[src/rtl/fifo_pkg.sv]
// fifo_pkg: shared FIFO pointer width and Gray/binary pointer conversions.
package fifo_pkg;
  localparam int PTR_W = 13;
  function automatic logic [PTR_W-1:0] bin2gray(input logic [PTR_W-1:0] b);
    return b ^ (b >> 1);
  endfunction
  function automatic logic [PTR_W-1:0] gray2bin(input logic [PTR_W-1:0] g);
    logic [PTR_W-1:0] b;
    b[PTR_W-1] = g[PTR_W-1];
    for (int i = PTR_W - 2; i >= 0; i--) b[i] = b[i+1] ^ g[i];
    return b;
  endfunction
endpackage

[src/rtl/sync_r2w.sv]
// sync_r2w: two-flop synchronizer bringing the Gray read pointer into wclk.
module sync_r2w #(
  parameter int WIDTH = 4
) (
  input  logic             wclk,
  input  logic             wrst,
  input  logic [WIDTH-1:0] d,
  output logic [WIDTH-1:0] q
);
  logic [WIDTH-1:0] q1;
  always_ff @(posedge wclk or posedge wrst)
    if (wrst) {q, q1} <= '0;
    else {q, q1} <= {q1, d};
endmodule

[src/rtl/wptr_full_ctrl.sv]
// wptr_full_ctrl: async-FIFO write pointer, full/level/overflow flags.
// Define WPTR_ALMOST_FULL_EN to add the registered wafull output.
module wptr_full_ctrl
  import fifo_pkg::*;
#(
  parameter int ADDRSIZE     = 3,
  parameter int AFULL_THRESH = 6
) (
  input  logic                wclk,
  input  logic                wrst,
  input  logic                winc,
  input  logic [ADDRSIZE:0]   rptr,
  output logic                wen,
  output logic [ADDRSIZE-1:0] waddr,
  output logic [ADDRSIZE:0]   wptr,
  output logic                wfull,
  output logic [ADDRSIZE:0]   wlevel,
  output logic                wovf
`ifdef WPTR_ALMOST_FULL_EN
  ,
  output logic                wafull
`endif
);
  localparam int A = ADDRSIZE;
  logic [A:0] wbin, wbinnext, wgraynext, rq2_rptr, rbin_s, lvlnext;
  sync_r2w #(.WIDTH(A + 1)) u_sync (.wclk(wclk), .wrst(wrst), .d(rptr), .q(rq2_rptr));
  assign wen       = winc & ~wfull & ~wrst;
  assign waddr     = wbin[A-1:0];
  assign wbinnext  = wbin + (A+1)'(wen);
  assign wgraynext = (A+1)'(bin2gray(PTR_W'(wbinnext)));
  assign rbin_s    = (A+1)'(gray2bin(PTR_W'(rq2_rptr)));
  assign lvlnext   = wbinnext - rbin_s;
  // Full when the next Gray pointer equals the read pointer with its top two bits inverted.
  always_ff @(posedge wclk or posedge wrst)
    if (wrst) begin
      wbin   <= '0;
      wptr   <= '0;
      wfull  <= 1'b0;
      wlevel <= '0;
      wovf   <= 1'b0;
    end else begin
      wbin   <= wbinnext;
      wptr   <= wgraynext;
      wfull  <= wgraynext == {~rq2_rptr[A:A-1], rq2_rptr[A-2:0]};
      wlevel <= lvlnext;
      wovf   <= winc & wfull;
    end
`ifdef WPTR_ALMOST_FULL_EN
  always_ff @(posedge wclk or posedge wrst)
    if (wrst) wafull <= 1'b0;
    else wafull <= lvlnext >= (A+1)'(AFULL_THRESH);
`endif
endmodule

[config.mk]
export PLATFORM = sky130hd
export DESIGN_NAME = wptr_full_ctrl
export DESIGN_NICKNAME = d
export VERILOG_FILES = /design/src/rtl/fifo_pkg.sv /design/src/rtl/sync_r2w.sv /design/src/rtl/wptr_full_ctrl.sv
export SDC_FILE = /design/constraint.sdc
export NUM_CORES = 1
export LEC_CHECK = 0
export BUFFER_PORTS_ARGS = -buffer_cell sky130_fd_sc_hd__clkbuf_2
export CAP_MARGIN = 20
export CORE_MARGIN = 4
export CORE_UTILIZATION = 30
export CTS_CLUSTER_SIZE = 25
export DETAILED_ROUTE_END_ITERATION = 10
export PLACE_DENSITY_LB_ADDON = 0.08
export RECOVER_POWER = 50
export SLEW_MARGIN = 20
export SYNTH_ARGS = -nofsm -noshare
export SYNTH_HDL_FRONTEND = slang
export SYNTH_SLANG_ARGS = --single-unit
export TNS_END_PERCENT = 20
[constraint.sdc]
create_clock -name wclk -period 3.24 [get_ports wclk]
set_input_delay 0.324 -clock wclk [delete_from_list [all_inputs] [get_ports wclk]]
set_output_delay 0.324 -clock wclk [all_outputs]
set_load 0.005 [all_outputs]
==> results of run 1 <==
[layout make-up]
cell class | count | area, µm² | area share [%]
repair buffers | 20 | 98.8 | 9.71
multi-input cells | 35 | 310 | 30.5
inverters | 5 | 18.8 | 1.84
clock buffers | 4 | 26.3 | 2.58
flip-flops and latches | 21 | 526 | 51.6
well taps | 31 | 38.8 | 3.81
[how the worst max path moves through the flow]
stage                      endpoint  cells after the start  startpoint  slack, ns
after floorplan           wlevel[3]                      9       wfull       0.87
after global placement    wlevel[3]                     10        wrst       0.78
after detailed placement  wlevel[3]                     10        wrst       0.76
after CTS                 wlevel[3]                      9       wfull       0.78
after global routing      wlevel[3]                      9       wfull       0.58
final                     wlevel[3]                      9       wfull       0.82
[state kept, by name, indices dropped and copies added (netlist names)]
register	count
wlevel	4
wbin	4
wptr	3
u_sync.q	4
u_sync.q1	4
wfull	1
wovf	1
[Yosys cell counts, types with 2 or more instances]
master,number
inv_1,5
ha_1,4
xnor2_1,6
nand2_1,2
nand3_1,2
dfrtp_1,21
xor2_1,9
a211oi_1,2
[placed cells by master (no fill, tap or decap), types with 2 or more instances in the layout]
master    count
dfrtp_1      21
clkbuf_2     19
xor2_1        9
xnor2_1       6
inv_1         5
ha_1          4
clkbuf_4      3
nand3_1       2
nand2_1       2
a211oi_1      2
clkbuf_1      2
[metrics by stage]
| step | setup WS, ns | std cells | hold slack, ns | util [%] |
|---|---|---|---|---|
| 4_1_cts | 0.782 | 116 | 0.108 | 37.3 |
| 6_report | 0.819 | 116 | 0.121 | 37.3 |
| 2_1_floorplan | 0.868 | 61 | 0.301 | - |
| 3_5_place_dp | 0.759 | 112 | 0.335 | 36.3 |
| 3_3_place_gp | 0.784 | 112 | 0.332 | 36.3 |
| 5_1_grt | 0.584 | 116 | 0.0903 | 37.3 |
[kinds of logic (layout without fill, tap and decap cells)]
family / Yosys count / count (layout)
fa+ha+maj: 5 / 5
compound gates: 4 / 4
xor+xnor: 16 / 16
simple gates: 10 / 10
buf+inv: 5 / 29
flops: 21 / 21
[critical path, stage by stage, from the launching register on]
cell      delay [ns]
dfrtp_1         0.41
nor3b_1         0.25
ha_1            0.24
ha_1            0.33
ha_1            0.32
nor2b_1         0.22
nor3_2          0.07
nand2b_1        0.15
a31o_1          0.22
xnor2_1         0.12
[routing by layer]
layer	part of all wire (%)	GRT usage, %	wire length [µm]	up-vias
met4	1.4	6.36	18	0
li1	-	-	-	244
met1	41	9.19	515	229
met5	0	0	0	-
met2	48	11.8	609	15
met3	9.5	2.73	120	2
[report_power, final]
| group | total [mW] | internal (mW) | switching (mW) |
|---|---|---|---|
| logic | 0.431 | 0.206 | 0.225 |
| registers | 0.394 | 0.352 | 0.0424 |
| clock network | 0.126 | 0.0479 | 0.0776 |
==> key figures, run 1 <==
Synth
  • Synth top area share: roughly three fifths
  • XOR/XNOR share of the synthesized area: 17.3%
  • Number of warnings issued by yosys: 0
  • Multiplexer share of the synthesized area: 0%
  • Synth unique cells: 18
  • Post-Synth Adder-Cell Area: 8.20%
  • #FFs+latches synth: 21
  • Yosys top cell by area: dfrtp_1
  • Synth Area in Simple Gates: 7.03%
  • Post-synthesis sequential area ratio: 61.5%
  • Asr flop ratio synth: 100%
  • Cell count after synthesis: 61
  • EDFF count, synth: 0
  • Largest family of logic cells by synthesized area: XOR/XNOR gates
  • Mean Syn Cell Area: 14.0 µm²
  • Complex-gate fraction of the synthesized area: 3.81%
  • Synth area leaders: dfrtp_1 (61%), xor2_1 (9.2%), xnor2_1 (6.1%)
  • Post-Syn Area: around 850 µm²
  • Ys flop type: dfrtp_1
  • Syn Nets: 73

Clock network
  • Clk sinks: 21
  • Setup Buffers After CTS: 0
  • Worst-Skew Late Latency: 0.30 ns
  • Root buffer cell: clkbuf_4
  • Clock slew at reported path FFs: 0.11 ns
  • CTS Buf Count: 3
  • Clk buf depth: 2
  • Post-CTS Resized: 0
  • CTS Hold Bufs: 0
  • TritonCTS clock tree: built
  • # H-tree levels: 1

GRT
  • Antenna violations before repair: 0
  • First-pass GRT wire length: 2020 µm
  • Largest net degree at the start of global routing: 22
  • Global Route Usage Sum: roughly 8%
  • Vias in the first global route: 460
  • Total gr overflow: 0

Cells and area
  • Fin nets: 98
  • # fillers: around 260
  • Share of cells above drive strength 1: a little under 30%
  • Area growth syn-to-layout: 19.2%
  • Cell area after layout: 1020 µm²
  • N_diodes: 0

Die
  • Die height: 61.4 µm
  • Die width: a little over 60 µm
  • Die area: 3770 µm²
  • # IOs: 21
  • Starting Density: about 31%
  • Rows: 19
  • Core Box Area: roughly 2700 µm²

Worst setup path
  • Reg-to-reg setup timing slack: 0.82 ns
  • Reg2reg path depth: 9
  • CP endpoint kind: flip-flop
  • WP data arrival: 2.62 ns
  • Worst endpoint required time: 3.44 ns
  • Critical path class: reg2reg
  • Element type at the critical path start: flip-flop
  • Crit-path max FO: 7
  • Reg2reg start: wfull
  • Worst r2r dst: wlevel[3]

Min path
  • Hold crit path type: in2reg
  • HP Start: rptr[3]
  • Hold Path End: u_sync.q1[3]
  • Hold Path Stages: 1

Timing
  • Setup Skew: between 0.001 and 0.0015 ns
  • Least-Margin Pin Slew: 0.765 ns
  • Final Cycle Share: 74.7%
  • Fin crit period: approximately 2.4 ns
  • TNS Setup: 0 ns
  • Setup-failing EPs final: 0
  • RSZ-0062 raised after global routing: no
  • Max Slew Vio Count: 0
  • Maximum clock rate: slightly above 400 MHz
  • Slew headroom: 48.9%
  • Fin. Hold Viols: 0

Placed design
  • Placed cell area: 993 µm²
  • Post-DP HPWL: around 930 µm
  • Number of I/O port buffers: 20
  • Routability cong.: 0.649

Pwr
  • Pwr per Cell Area: 933 nW/µm²
  • VDD IR-drop max: 0.356 mV
  • Total chip power: 950 µW
  • LEAKAGE: 0.494 nW

Run status
  • Status: complete, no violations

Routing
  • Drt wl/cell: approximately 11 µm
  • DR vias: between 400 and 500
  • Residual DRC: 0
  • Drt first pass iters: 2
  • Initial DRC count: 4
  • DR vias/cell: 4.22
  • Total Wirelength: about 1300 µm
  • Antenna-violating nets left: 0

Run
  • Max Cap Violations: 0
No activity file was read; power rests on OpenSTA's default activity.
==> run 2, diff against run 1 <==
--- a/config.mk
+++ b/config.mk
@@ -5,6 +5,7 @@
 export SDC_FILE = /design/constraint.sdc
 export NUM_CORES = 1
 export LEC_CHECK = 0
+export ABC_AREA = 1
 export BUFFER_PORTS_ARGS = -buffer_cell sky130_fd_sc_hd__clkbuf_2
 export CAP_MARGIN = 20
 export CORE_MARGIN = 4
==> constraint.sdc (replaced) <==
create_clock -name wclk -period 2 [get_ports wclk]
set_input_delay 0.2 -clock wclk [delete_from_list [all_inputs] [get_ports wclk]]
set_output_delay 0.2 -clock wclk [all_outputs]
set_load 0.005 [all_outputs]
==> run 2 against run 1 <==
- die area is 7.9% higher
- clock power is 64% higher
- utilization is 4.9 points higher
- area after synthesis is 9.1% higher
- sequential power is 63% higher
- synthesized cell count is 52% higher
- largest power group unchanged
==> key figures, run 2 <==
Run status
  • Status: complete, no violations

Cells and area
  • Cell area after layout: 1200 µm²
  • Share of cells above drive strength 1: 31.5%
  • Final std cells w/o fill: 158
  • Area growth syn-to-layout: 29.1%
  • Final core utilization: 42.2%
  • Reg area: 526 µm²
  • N_diodes: 0
  • Fin nets: 140
  • Commonest non-fill, non-tap cell in the layout: nand2_1
  • Area of the multi-input gates: 372 µm²
  • Most frequent cells in the layout: nand2_1 (23), dfrtp_1 (21), clkbuf_2 (20), nand3_1 (15), inv_1 (12)
  • # fillers: 286

Synth
  • Number of warnings issued by yosys: 0
  • Yosys top cell by area: dfrtp_1
  • Asr flop ratio synth: 100%
  • Cell count after synthesis: 93
  • EDFF count, synth: 0
  • Post-synthesis sequential area ratio: 56.4%
  • Post-Syn Area: 932 µm²
  • Top post-synthesis cells by count: nand2_1 (23), dfrtp_1 (21), nand3_1 (15)
  • Synth top area share: between 50% and 60%
  • Ys flop type: dfrtp_1
  • #FFs+latches synth: 21
  • Mean Syn Cell Area: roughly 10 µm²
  • Most frequent cell after synthesis: nand2_1
  • Synth unique cells: 14
  • Synth area leaders: dfrtp_1 (56%), nand2_1 (9.3%), nand3_1 (8.1%)
  • Syn Nets: 105

Routing
  • Drt first pass iters: 4
  • Initial DRC count: 25
  • DR vias/cell: roughly 4.4
  • Total Wirelength: 1680 µm
  • Antenna-violating nets left: 0
  • DR vias: between 700 and 800
  • Residual DRC: 0
  • Drt wl/cell: between 10 and 15 µm

Clock network
  • Root buffer cell: clkbuf_4
  • Clk sinks: 21
  • Clock slew at reported path FFs: 0.12 ns
  • Clk buf depth: 2
  • Worst-Skew Late Latency: approximately 0.3 ns
  • # H-tree levels: 1
  • CTS Buf Count: 3
  • TritonCTS clock tree: built

Die
  • Die area: 4060 µm²
  • Die height: 63.7 µm
  • Rows: 19
  • # IOs: 21
  • Die width: 63.7 µm
  • Starting Density: roughly 33%
  • Core Box Area: approximately 2900 µm²

Timing
  • Setup-failing EPs final: 0
  • Fin crit period: 1.87 ns
  • Max Slew Vio Count: 0
  • Setup Skew: around 0.0097 ns
  • TNS Setup: 0 ns
  • Worst Hold Slack: between 0.09 and 0.1 ns
  • Least-Margin Pin Slew: about 1.1 ns
  • Final worst slack: 0.126 ns
  • Slew headroom: 27.0%
  • Fin. Hold Viols: 0
  • Final Cycle Share: 93.7%
  • Maximum clock rate: ~530 MHz

Worst setup path
  • Top cell by count, worst path: xor2_1
  • CP max stage cell: dfrtp_1
  • WP data arrival: about 2.1 ns
  • CP Cell Sequence: xnor2_2 -> xor2_2 -> xor2_1 -> ha_2 -> inv_1 -> fa_2 -> inv_2 -> xor2_1
  • Worst endpoint required time: 2.24 ns
  • Critical path class: reg2reg
  • Largest stage delay, worst path: 0.43 ns
  • Crit-path max FO: 2
  • Buf+Inv Stages, Crit Path: 2
  • Element type at the critical path start: flip-flop
  • CP endpoint kind: flip-flop
  • Cell class contributing the biggest share of worst-path delay: XOR/XNOR gates

Placed design
  • Post-Place Setup Slack: 0.0989 ns
  • Number of I/O port buffers: 20
  • Routability cong.: 0.704
  • Post-placement cell count: roughly 150
  • Post-DP HPWL: 1270 µm
  • Placed cell area: ~1100 µm²

GRT
  • First-pass GRT wire length: 3150 µm
  • Antenna violations before repair: 0
  • Total gr overflow: 0
  • Vias in the first global route: 728
  • Global Route Usage Sum: ~9.9%
  • Largest net degree at the start of global routing: 22

Pwr
  • Reg power frac: 39.7%
  • Total chip power: 1.62 mW
  • VDD IR-drop max: 0.493 mV
  • Sw frac: 39.8%
  • Gate power share: 47.5%
  • Switch Pwr: 645 µW
  • LEAKAGE: 0.649 nW
  • Cell Int Power: 974 µW
  • Pwr per Cell Area: around 1300 nW/µm²
  • Clock network power share: 12.8%

Min path
  • Hold crit path type: in2reg

Run
  • Max Cap Violations: 0
run 2: cell count changes in the layout (fill, tap and decap cells not counted), moves of 4 or more:
cell,before,now
buf_4,0,4
dlygate4sd3_1,0,5
inv_1,5,12
nand2_1,2,23
nand2_2,0,4
nand3_1,2,15
xnor2_1,6,0
xor2_1,9,3
run 2: cell type report:
class | count | area share, %
inverter | 14 | 4.47
sequential | 21 | 43.7
clock inverter | 1 | 0.624
timing repair buffer | 30 | 15.3
tap | 31 | 3.22
multi-input combinational | 58 | 30.9
clock buffer | 3 | 1.87
run 2: final timing paths:
| path | startpoint | end | slack (ns) | depth (start not counted) |
|---|---|---|---|---|
| setup / recovery | u_sync.q[2] | wlevel[2] | 0.13 | 8 |
| hold / removal | winc | wovf | 0.09 | 3 |
| setup reg to reg | u_sync.q[2] | wlevel[2] | 0.13 | 8 |
| hold reg to reg | u_sync.q1[3] | u_sync.q[3] | 0.36 | 0 |
| max in group asynchronous | wrst | wptr[2] | 0.54 | 4 |
| min in group asynchronous | wrst | wptr[0] | 0.80 | 4 |
run 2: power groups by stage:
stage	registers, mW	logic [mW]	clock network, mW
global route	0.663	0.904	0.241
detailed placement	0.655	0.758	0
floorplan	0.660	0.493	0
finish	0.643	0.769	0.207
global placement	0.651	0.762	0
CTS	0.646	0.771	0.222
run 2: cell families (layout without fill, tap and decap cells):
group | Yosys count | in the layout | synth area share [%]
buf+inv | 14 | 48 | 5.64
compound gates | 1 | 1 | 0.536
simple gates | 47 | 47 | 23.6
xor+xnor | 5 | 5 | 6.31
flops | 21 | 21 | 56.4
fa+ha+maj | 5 | 5 | 7.52
run 2: per-layer routing:
metal	vias to the layer above	track usage (%)	share of wire (%)
met5	-	0	0
met4	0	2.43	1.1
met3	2	4.03	5.6
met2	17	15.6	47
met1	323	12.6	47
li1	359	-	-
run 2: timing repair:
item | in CTS | in global routing
hold endpoints to repair | 25 | 0
hold buffers | 5 | 0
buffers inserted | 0 | 3
endpoints found under the setup margin | 0 | 1
resized for setup | 0 | 3
run 2: worst register-to-register path, stage by stage, from the launching register on:
cell and delay (ns):
dfrtp_1 0.43, xnor2_2 0.24, xor2_2 0.19, xor2_1 0.17, ha_2 0.18, inv_1 0.06
fa_2 0.33, inv_2 0.06, xor2_1 0.15
==> run 3, diff against run 2 <==
--- a/config.mk
+++ b/config.mk
@@ -12,8 +12,10 @@
 export CORE_UTILIZATION = 30
 export CTS_CLUSTER_SIZE = 25
 export DETAILED_ROUTE_END_ITERATION = 10
+export MAX_ROUTING_LAYER = met4
 export PLACE_DENSITY_LB_ADDON = 0.08
 export RECOVER_POWER = 50
+export REMOVE_ABC_BUFFERS = 1
 export SLEW_MARGIN = 20
 export SYNTH_ARGS = -nofsm -noshare
 export SYNTH_HDL_FRONTEND = slang
==> run 3 against run 2 <==
- cell count is 0.63% higher
- fmax is 0.44% lower
- sequential share of layout area is 0.14 points higher
- count of clock-buffer cells in the layout stayed put
- non-clock buffer count is 1 higher
- sequential power is 0.9% lower
- worst hold slack worse by 0.0068 ns
- clock power hardly changed
- power is 0.85% lower
- worst setup slack worse by 0.0082 ns
- combinational power is 1% lower
- register-to-register slack hardly changed
- largest cell class unchanged
- highest routed layer unchanged
==> key figures, run 3 (same netlist as run 2, synthesis figures left out) <==
Pwr
  • Pwr per Cell Area: 1340 nW/µm²
  • Sw frac: 39.8%
  • Switch Pwr: 639 µW
  • Gate power share: 47.4%
  • Clock network power share: 12.9%
  • LEAKAGE: 0.661 nW
  • VDD IR-drop max: 0.445 mV
  • Reg power frac: 39.7%
  • Cell Int Power: 966 µW

GRT
  • Vias in the first global route: 700
  • Antenna violations before repair: 0
  • Global Route Usage Sum: 10.1%
  • First-pass GRT wire length: 3040 µm
  • Largest net degree at the start of global routing: 22
  • Total gr overflow: 0

Routing
  • Antenna-violating nets left: 0
  • Residual DRC: 0
  • Drt wl/cell: 10.3 µm
  • DR vias/cell: 4.36
  • Drt first pass iters: 4
  • DR vias: 694
  • Total Wirelength: 1640 µm
  • Initial DRC count: 18

Min path
  • Hold crit path type: in2reg

Cells and area
  • # fillers: between 200 and 300
  • Commonest non-fill, non-tap cell in the layout: nand2_1
  • Cell area after layout: 1200 µm²
  • Most frequent cells in the layout: nand2_1 (23), dfrtp_1 (21), clkbuf_2 (20), nand3_1 (15), inv_1 (12)
  • Final core utilization: 42.1%
  • N_diodes: 0
  • Fin nets: ~140
  • Area growth syn-to-layout: 28.7%
  • Share of cells above drive strength 1: 32.8%

Clock network
  • Root buffer cell: clkbuf_4
  • CTS Buf Count: 3
  • Clock slew at reported path FFs: around 0.12 ns
  • Clk buf depth: 2
  • # H-tree levels: 1
  • Worst-Skew Late Latency: roughly 0.31 ns
  • Clk sinks: 21
  • TritonCTS clock tree: built

Die
  • Die area: 4060 µm²
  • Die height: 63.7 µm
  • Core Box Area: 2850 µm²
  • Starting Density: 32.7%
  • Rows: 19
  • # IOs: 21
  • Die width: 63.7 µm

Worst setup path
  • Reg2reg path depth: 8
  • Setup crit start: u_sync.q[2]
  • Crit-path max FO: 3
  • Worst r2r dst: wlevel[2]
  • Reg-to-reg setup timing slack: 0.12 ns
  • Reg2reg start: u_sync.q[2]
  • CP endpoint: wlevel[2]
  • WP data arrival: about 2.1 ns
  • CP endpoint kind: flip-flop
  • Critical path class: reg2reg
  • Element type at the critical path start: flip-flop
  • Worst endpoint required time: about 2.2 ns

Timing
  • Slew headroom: 27.1%
  • Setup Skew: 0.00582 ns
  • Final Cycle Share: 94.1%
  • Maximum clock rate: 531 MHz
  • Least-Margin Pin Slew: 1.09 ns
  • Setup-failing EPs final: 0
  • RSZ-0062 raised after global routing: yes
  • Max Slew Vio Count: 0
  • TNS Setup: 0 ns
  • Final worst slack: 0.117 ns
  • Fin. Hold Viols: 0
  • Fin crit period: ~1.9 ns

Placed design
  • Number of I/O port buffers: 20
  • Placed cell area: 1090 µm²
  • Post-DP HPWL: 1270 µm
  • Routability cong.: approximately 0.75
  • Post-Place Setup Slack: 0.0914 ns

Run status
  • Status: complete, no violations

Run
  • Max Cap Violations: 0
[run 3: changes by cell type in the layout (fill, tap and decap cells not counted), sizes merged]
cell / previous run / this run
clkinvlp: 2 / 0
buf: 4 / 5
clkinv: 0 / 1
inv: 13 / 14
[run 3: worst min path at each step]
stage / startpoint / endpoint / slack [ns] / depth (start not counted)
detailed placement: wrst / wlevel[0] / 0.28 / 3
floorplan: wrst / u_sync.q1[0] / 0.18 / 1
CTS: winc / wovf / 0.08 / 3
finish: winc / wovf / 0.08 / 3
global route: winc / wovf / 0.09 / 3
global placement: wrst / wlevel[0] / 0.28 / 3
[run 3: stage by stage]
step | std cells | total power [mW] | hold slack [ns]
6_report | 159 | 1.60 | 0.0837
5_1_grt | 159 | 1.78 | 0.0898
4_1_cts | 156 | 1.60 | 0.0764
3_5_place_dp | 147 | 1.39 | 0.283
3_3_place_gp | 147 | 1.40 | 0.281
2_1_floorplan | 93 | 1.13 | 0.185
[run 3: timing repair]
item	CTS	global route
hold endpoints to repair	25	0
buffers inserted	0	3
resized for setup	0	6
hold buffers	5	0
setup endpoints to repair	0	3
[run 3: area by class of cell]
cell class	count	area, µm²	share of cell area, %
flip-flops and latches	21	526	43.8
multi-input cells	58	364	30.3
repair buffers	31	191	16.0
inverters	14	52.6	4.38
well taps	31	38.8	3.23
clock buffers	3	22.5	1.88
clock inverters	1	5.00	0.417
[run 3: layer usage]
| metal | share of wire, % | up-vias | global-route usage [%] |
|---|---|---|---|
| met1 | 47 | 310 | 12.6 |
| met5 | 0 | - | - |
| met3 | 5.0 | 4 | 2.80 |
| li1 | - | 363 | - |
| met4 | 1.8 | 0 | 5.66 |
| met2 | 46 | 17 | 14.6 |
[run 3: critical path, stage by stage (launching register included)]
cell and delay [ns]:
dfrtp_1 0.43, xnor2_2 0.27, xor2_2 0.20, xor2_1 0.17, ha_2 0.19, inv_2 0.04
fa_2 0.33, inv_2 0.06, xor2_1 0.13
[run 3: power by group through the flow]
stage | registers, mW | clock network (mW) | logic [mW]
final | 0.637 | 0.208 | 0.760
after global routing | 0.656 | 0.237 | 0.887
after CTS | 0.638 | 0.214 | 0.753
after detailed placement | 0.646 | 0 | 0.740
after global placement | 0.648 | 0 | 0.751
after floorplan | 0.655 | 0 | 0.474
